--- config.mk ---
export PLATFORM = sky130hd
export DESIGN_NAME = order_msg_encoder
export DESIGN_NICKNAME = d
export VERILOG_FILES = /design/src/rtl/order_msg_encoder.sv
export SDC_FILE = /design/constraint.sdc
export NUM_CORES = 1
export LEC_CHECK = 0
export CAP_MARGIN = 20
export CORE_MARGIN = 10
export CORE_UTILIZATION = 69
export DETAILED_ROUTE_END_ITERATION = 7
export DONT_BUFFER_PORTS = 1
export PLACE_DENSITY_LB_ADDON = 0.2
export REMOVE_ABC_BUFFERS = 1
export SYNTH_ARGS = -nofsm -noshare
export SYNTH_HDL_FRONTEND = slang
export SYNTH_SLANG_ARGS = --single-unit
--- constraint.sdc ---
create_clock -name i_clk -period 5.1 [get_ports i_clk]
set_input_delay 1.02 -clock i_clk [delete_from_list [all_inputs] [get_ports i_clk]]
set_output_delay 1.02 -clock i_clk [all_outputs]
set_load 0.05 [all_outputs]
--- src/rtl/order_msg_encoder.sv ---
// Serialises one order into nine 32-bit words. The first word appears the cycle after capture, and each word advances on valid&&ready.
// Downstream stalls hold the current word in place; o_ready is high only while idle. ORDER_MSG_ENCODER_CNT_EN enables o_msg_count.
module order_msg_encoder #(
   parameter int REG_WIDTH = 32
) (
   input  logic                 i_clk,
   input  logic                 i_rst_n,
   input  logic                 i_valid,
   output logic                 o_ready,
   input  logic [1:0]           i_order_type,
   input  logic [1:0]           i_stock_symbol,
   input  logic [REG_WIDTH-1:0] i_order_id,
   input  logic [REG_WIDTH-1:0] i_price,
   input  logic [REG_WIDTH-1:0] i_quantity,
   input  logic                 i_trade_type,
   input  logic [47:0]          i_curr_time,
   input  logic [15:0]          i_locate_code,
   input  logic [15:0]          i_tracking_number,
   output logic [REG_WIDTH-1:0] o_word,
   output logic                 o_word_valid,
   input  logic                 i_word_ready,
   output logic [3:0]           o_word_idx,
   output logic                 o_last,
   output logic                 o_err,
   output logic [15:0]          o_msg_count
);

   typedef enum logic {IDLE, SEND} state_t;

   state_t               state_q, state_d;
   logic [1:0]           type_q, sym_q;
   logic [REG_WIDTH-1:0] oid_q, price_q, qty_q;
   logic                 trade_q;
   logic [47:0]          time_q;
   logic [15:0]          loc_q, trk_q;
   logic [3:0]           idx_q;
   logic                 err_q;
   logic                 capture, beat;
   logic [63:0]          oid64, stock;
   logic [7:0]           type_byte, w4_hi;
   logic [REG_WIDTH-1:0] word_mux;

   assign capture = i_valid && o_ready;
   assign beat    = o_word_valid && i_word_ready;
   assign oid64   = {{(64-REG_WIDTH){1'b0}}, oid_q};

   always_ff @(posedge i_clk or negedge i_rst_n) begin
      if (!i_rst_n) state_q <= IDLE;
      else          state_q <= state_d;
   end

   always_comb begin
      state_d = state_q;
      case (state_q)
         IDLE: if (capture && i_order_type != 2'd3) state_d = SEND;
         SEND: if (beat && idx_q == 4'd8)          state_d = IDLE;
         default: state_d = IDLE;
      endcase
   end

   always_comb begin
      o_ready      = (state_q == IDLE);
      o_word_valid = (state_q == SEND);
      o_word       = o_word_valid ? word_mux : '0;
      o_last       = o_word_valid && (idx_q == 4'd8);
      o_word_idx   = idx_q;
      o_err        = err_q;
   end

   always_ff @(posedge i_clk or negedge i_rst_n) begin
      if (!i_rst_n) begin
         type_q  <= '0;
         sym_q   <= '0;
         oid_q   <= '0;
         price_q <= '0;
         qty_q   <= '0;
         trade_q <= 1'b0;
         time_q  <= '0;
         loc_q   <= '0;
         trk_q   <= '0;
         idx_q   <= '0;
         err_q   <= 1'b0;
      end else begin
         err_q <= capture && (i_order_type == 2'd3);
         if (capture) begin
            type_q  <= i_order_type;
            sym_q   <= i_stock_symbol;
            oid_q   <= i_order_id;
            price_q <= i_price;
            qty_q   <= i_quantity;
            trade_q <= i_trade_type;
            time_q  <= i_curr_time;
            loc_q   <= i_locate_code;
            trk_q   <= i_tracking_number;
         end
         if (beat) idx_q <= (idx_q == 4'd8) ? 4'd0 : idx_q + 4'd1;
      end
   end

   // Stock ID is decoded from the captured symbol, so late input changes cannot leak in.
   always_comb begin
      case (sym_q)
         2'd0:    stock = 64'h4141504C20202020;
         2'd1:    stock = 64'h414D5A4E20202020;
         2'd2:    stock = 64'h474F4F474C202020;
         default: stock = 64'h4D53465420202020;
      endcase
      case (type_q)
         2'd0:    begin type_byte = 8'h41; w4_hi = {7'b0, trade_q}; end
         2'd1:    begin type_byte = 8'h58; w4_hi = stock[7:0];      end
         2'd2:    begin type_byte = 8'h45; w4_hi = qty_q[7:0];      end
         default: begin type_byte = 8'h00; w4_hi = 8'h00;           end
      endcase
   end

   always_comb begin
      word_mux = '0;
      case (idx_q)
         4'd0: word_mux = {trk_q[7:0], loc_q, type_byte};
         4'd1: word_mux = {time_q[23:0], trk_q[15:8]};
         4'd2: word_mux = {oid64[7:0], time_q[47:24]};
         4'd3: word_mux = oid64[39:8];
         4'd4: word_mux = {w4_hi, oid64[63:40]};
         4'd5: case (type_q)
                  2'd0:    word_mux = qty_q;
                  2'd1:    word_mux = stock[39:8];
                  2'd2:    word_mux = {stock[7:0], qty_q[31:8]};
                  default: word_mux = '0;
               endcase
         4'd6: case (type_q)
                  2'd0:    word_mux = stock[31:0];
                  2'd1:    word_mux = {8'h00, stock[63:40]};
                  2'd2:    word_mux = stock[39:8];
                  default: word_mux = '0;
               endcase
         4'd7: case (type_q)
                  2'd0:    word_mux = stock[63:32];
                  2'd2:    word_mux = {8'h00, stock[63:40]};
                  default: word_mux = '0;
               endcase
         4'd8: word_mux = (type_q == 2'd0) ? price_q : '0;
         default: word_mux = '0;
      endcase
   end

`ifdef ORDER_MSG_ENCODER_CNT_EN
   logic [15:0] msg_cnt_q;

   always_ff @(posedge i_clk or negedge i_rst_n) begin
      if (!i_rst_n)              msg_cnt_q <= '0;
      else if (o_last && beat)   msg_cnt_q <= msg_cnt_q + 16'd1;
   end

   assign o_msg_count = msg_cnt_q;
`else
   assign o_msg_count = '0;
`endif

endmodule

==> results.cfg <==
[placed_design]
gp_congestion = 0.894
dp_hpwl_um = 18700
dp.cells = 937
post_dp_cell_area_mm2 = 0.00957
numPortBuffers = 0
place_ws_ns = 1.22

[synthesis]
ys.warnings.count = 0
ys_seq_area_share_pct = 49.9
syn_inst = 780
synth_compound_area_share_pct = 14.8
synth_fa_ha_area_share_pct = 1.20
synth_top_family_by_area = multiplexers
async_flop_share_pct = 100
yosysMostFrequentCell = dfrtp_1
yosys.area.top_type_share_pct = 49.9
ys_top_cells_by_area = dfrtp_1 (50%), mux2_2 (22%), a22oi_1 (3.8%), a21oi_1 (2.7%), a222oi_1 (2.1%)
synth.distinct_cells = 60
ys_seq_elements = 187
yosys.area_share.simple_pct = 6.02
synth.avg_cell_area_um2 = 12.0
synth_common_cells = dfrtp_1 (187), mux2_2 (186), a21oi_1 (50)
synth_xor_area_share_pct = 0
synth_area_leader_cell = dfrtp_1
syn_area_mm2 = 0.00937
synth-edff-count = 0
synth_mux_area_share_pct = 22.6
ys.flop_type = dfrtp_1

[cts]
cts_sinks = 187
cts_htree_levels = 4
cts_tree = yes
cts_buffers = 17
root_buffer = clkbuf_16
path_clk_slew_ns = 0.07
cts_resized = 0
cts_setup_buffers = 0
cts_buffer_depth = 2
insertion_delay_ns = 0.44
cts_hold_buf = 0

[sta]
setup_viol = 0
slew_viol_final = 0
rsz0062_at_grt = no
clock.fmax_ghz = 0.226
worst_slack_ns = 0.672
finalCritPeriodShare_pct = 86.8
final.min_clock_period_ns = 4.43
worst_slew_pin_slew_ns = 1.00
tns_ns = 0
skew_ns = 0.00621
maxSlewHeadroom_pct = 33.1
finalHoldViolations = 0

[setup_path]
worstSetupPathType = reg2out
crit_path_max_fanout = 26
crit_path_start = o_word_idx[0]
max_stage_delay_ns = 0.63
reg2reg_depth = 7
worstPathArrival_ns = 3.41
critPathCaptureType = output port
worst_r2r_startpoint = o_word_idx[0]
crit_top_cell = nor3_1
crit_slowest_cell = ha_2
path_cells = inv_1, ha_2, nand2_1, nor3_1, nor3_1, a31oi_1, buf_4
reg2reg_setup_slack_ns = 2.80
cp-start-kind = flop
r2r_end = o_word_idx[2]
cp-endpoint = o_word[24]
cp.required_ns = 4.08

[drt]
wirelength_um = 26900
drt_iter0_markers = 838
route.vias.total = 6794
dr.pass1.iters = 8
drc = 1
ant_nets = 0
routed_via_density = 6.97
drt-wirelength-per-cell_um = 27.6

[floorplanning]
rows = 42
start_util_pct = 70.5
dieWidth_um = 137
io_pins = 241
die_y_um = 137
die_area_mm2 = 0.0186
core_area_mm2 = 0.0133

[power]
peakVddDrop_v = 0.000419
p_leak_nw = 4.19
power_density_mw_per_mm2 = 782
p_sw_mw = 3.49
power_frac_comb_pct = 47.7
clockPowerShare_pct = 16.6
swShare_pct = 43.8
seqPwrFrac_pct = 35.7
p_int_mw = 4.47

[global_routing]
grt_max_degree = 188
grt.total_usage_pct = 28.6
antenna_found_initial = 8
grt_pass1_wl_um = 40900
gr-total-overflow = 0
grt_pass1_vias = 7098

[layout]
layout.nets = 974
fin_cells = 975
final_cell_area_mm2 = 0.0102
drive_above_1_share_pct = 35.5
area.growth.synth_to_final_pct = 8.50

[run]
maxCapViolCount = 0

[worst_hold_path]
hp-class = in2async

[run_status]
violations = design-rule violations
status = finished, violations left
layout by cell type (no fill, tap or decap), types with 3 or more instances in the layout:
cell	netlist	final
nand2b_1	9	9
nor3_1	5	5
o22ai_1	3	3
dfrtp_1	187	187
a21oi_1	50	50
inv_1	11	11
nand3_1	5	5
nor2_1	18	18
o21ai_1	3	3
a22oi_1	48	48
o21ai_0	23	23
clkbuf_16	0	17
a221oi_1	6	6
a31oi_1	17	17
buf_4	24	47
and2_1	5	5
a41oi_1	5	5
inv_6	0	6
ha_2	0	3
a222oi_1	20	20
ha_1	9	6
clkinvlp_4	0	3
a32oi_1	4	4
a211oi_1	3	3
nand2_1	32	32
nand3b_1	6	6
mux2_2	186	186
diode_2	0	7
conb_1	1	16
kinds of logic after synthesis:
| family | Yosys count |
|---|---|
| AO/OA/AOI/OAI | 200 |
| adder cells (fa/ha/maj) | 9 |
| buffers and inverters | 94 |
| flip-flops | 187 |
| multiplexers | 188 |
| other | 1 |
| AND/OR/NAND/NOR | 101 |
metal layers:
metal	share of wire [%]	GRT usage, %	wire length [µm]	up-vias
li1	-	-	-	2894
met1	36	33.5	9810	3450
met2	50	47.6	13400	381
met3	11	10.4	2980	63
met4	2.4	10.3	635	6
met5	0.13	0	34	-
worst min-delay path by stage:
stage	end	slack, ns	cells after the start
final	time_q[5]	0.28	0
after global routing	time_q[0]	0.26	0
after CTS	time_q[45]	0.27	0
after detailed placement	trade_q	0.49	1
after global placement	trade_q	0.49	1
after floorplan	trk_q[4]	0.47	1
layout make-up:
class	count	area, µm²
fillers	843	3120
well taps	176	220
clock inverters	14	160
multi-input cells	514	4250
clock buffers	17	425
inverters	12	45.0
diodes	7	17.5
flip-flops and latches	187	4680
repair buffers	48	373
sequential cells by signal, indices dropped and copies added (netlist names), 2 cells and up:
name and flops:
type_q 2, trk_q 16, price_q 32, o_word_idx 4, oid_q 32, qty_q 32, sym_q 2, loc_q 16
time_q 48
worst max-delay path, delay by kind of cell, from the launching register on:
family	cells	cell delay, ns
and+or+nand+nor	3	0.91
buffers and inverters	2	0.51
DFF	1	0.61
AOI/OAI and AO/OA	1	0.30
adders and majority gates	1	0.63
stage by stage:
step / utilization (%) / hold WS (ns) / power, mW
floorplan: - / 0.473 / 5.46
global placement: 72.0 / 0.489 / 6.41
detailed placement: 72.0 / 0.493 / 6.58
CTS: 76.4 / 0.274 / 7.92
global route: 76.4 / 0.260 / 8.34
finish: 76.5 / 0.275 / 7.96
power groups by stage:
stage | Clock [mW] | Combinational [mW] | Sequential (mW)
floorplan | 0 | 2.78 | 2.68
global placement | 0 | 3.63 | 2.79
detailed placement | 0 | 3.74 | 2.84
CTS | 1.34 | 3.76 | 2.82
global route | 1.40 | 4.03 | 2.92
finish | 1.32 | 3.80 | 2.84
(Power assumes the default switching activity.)
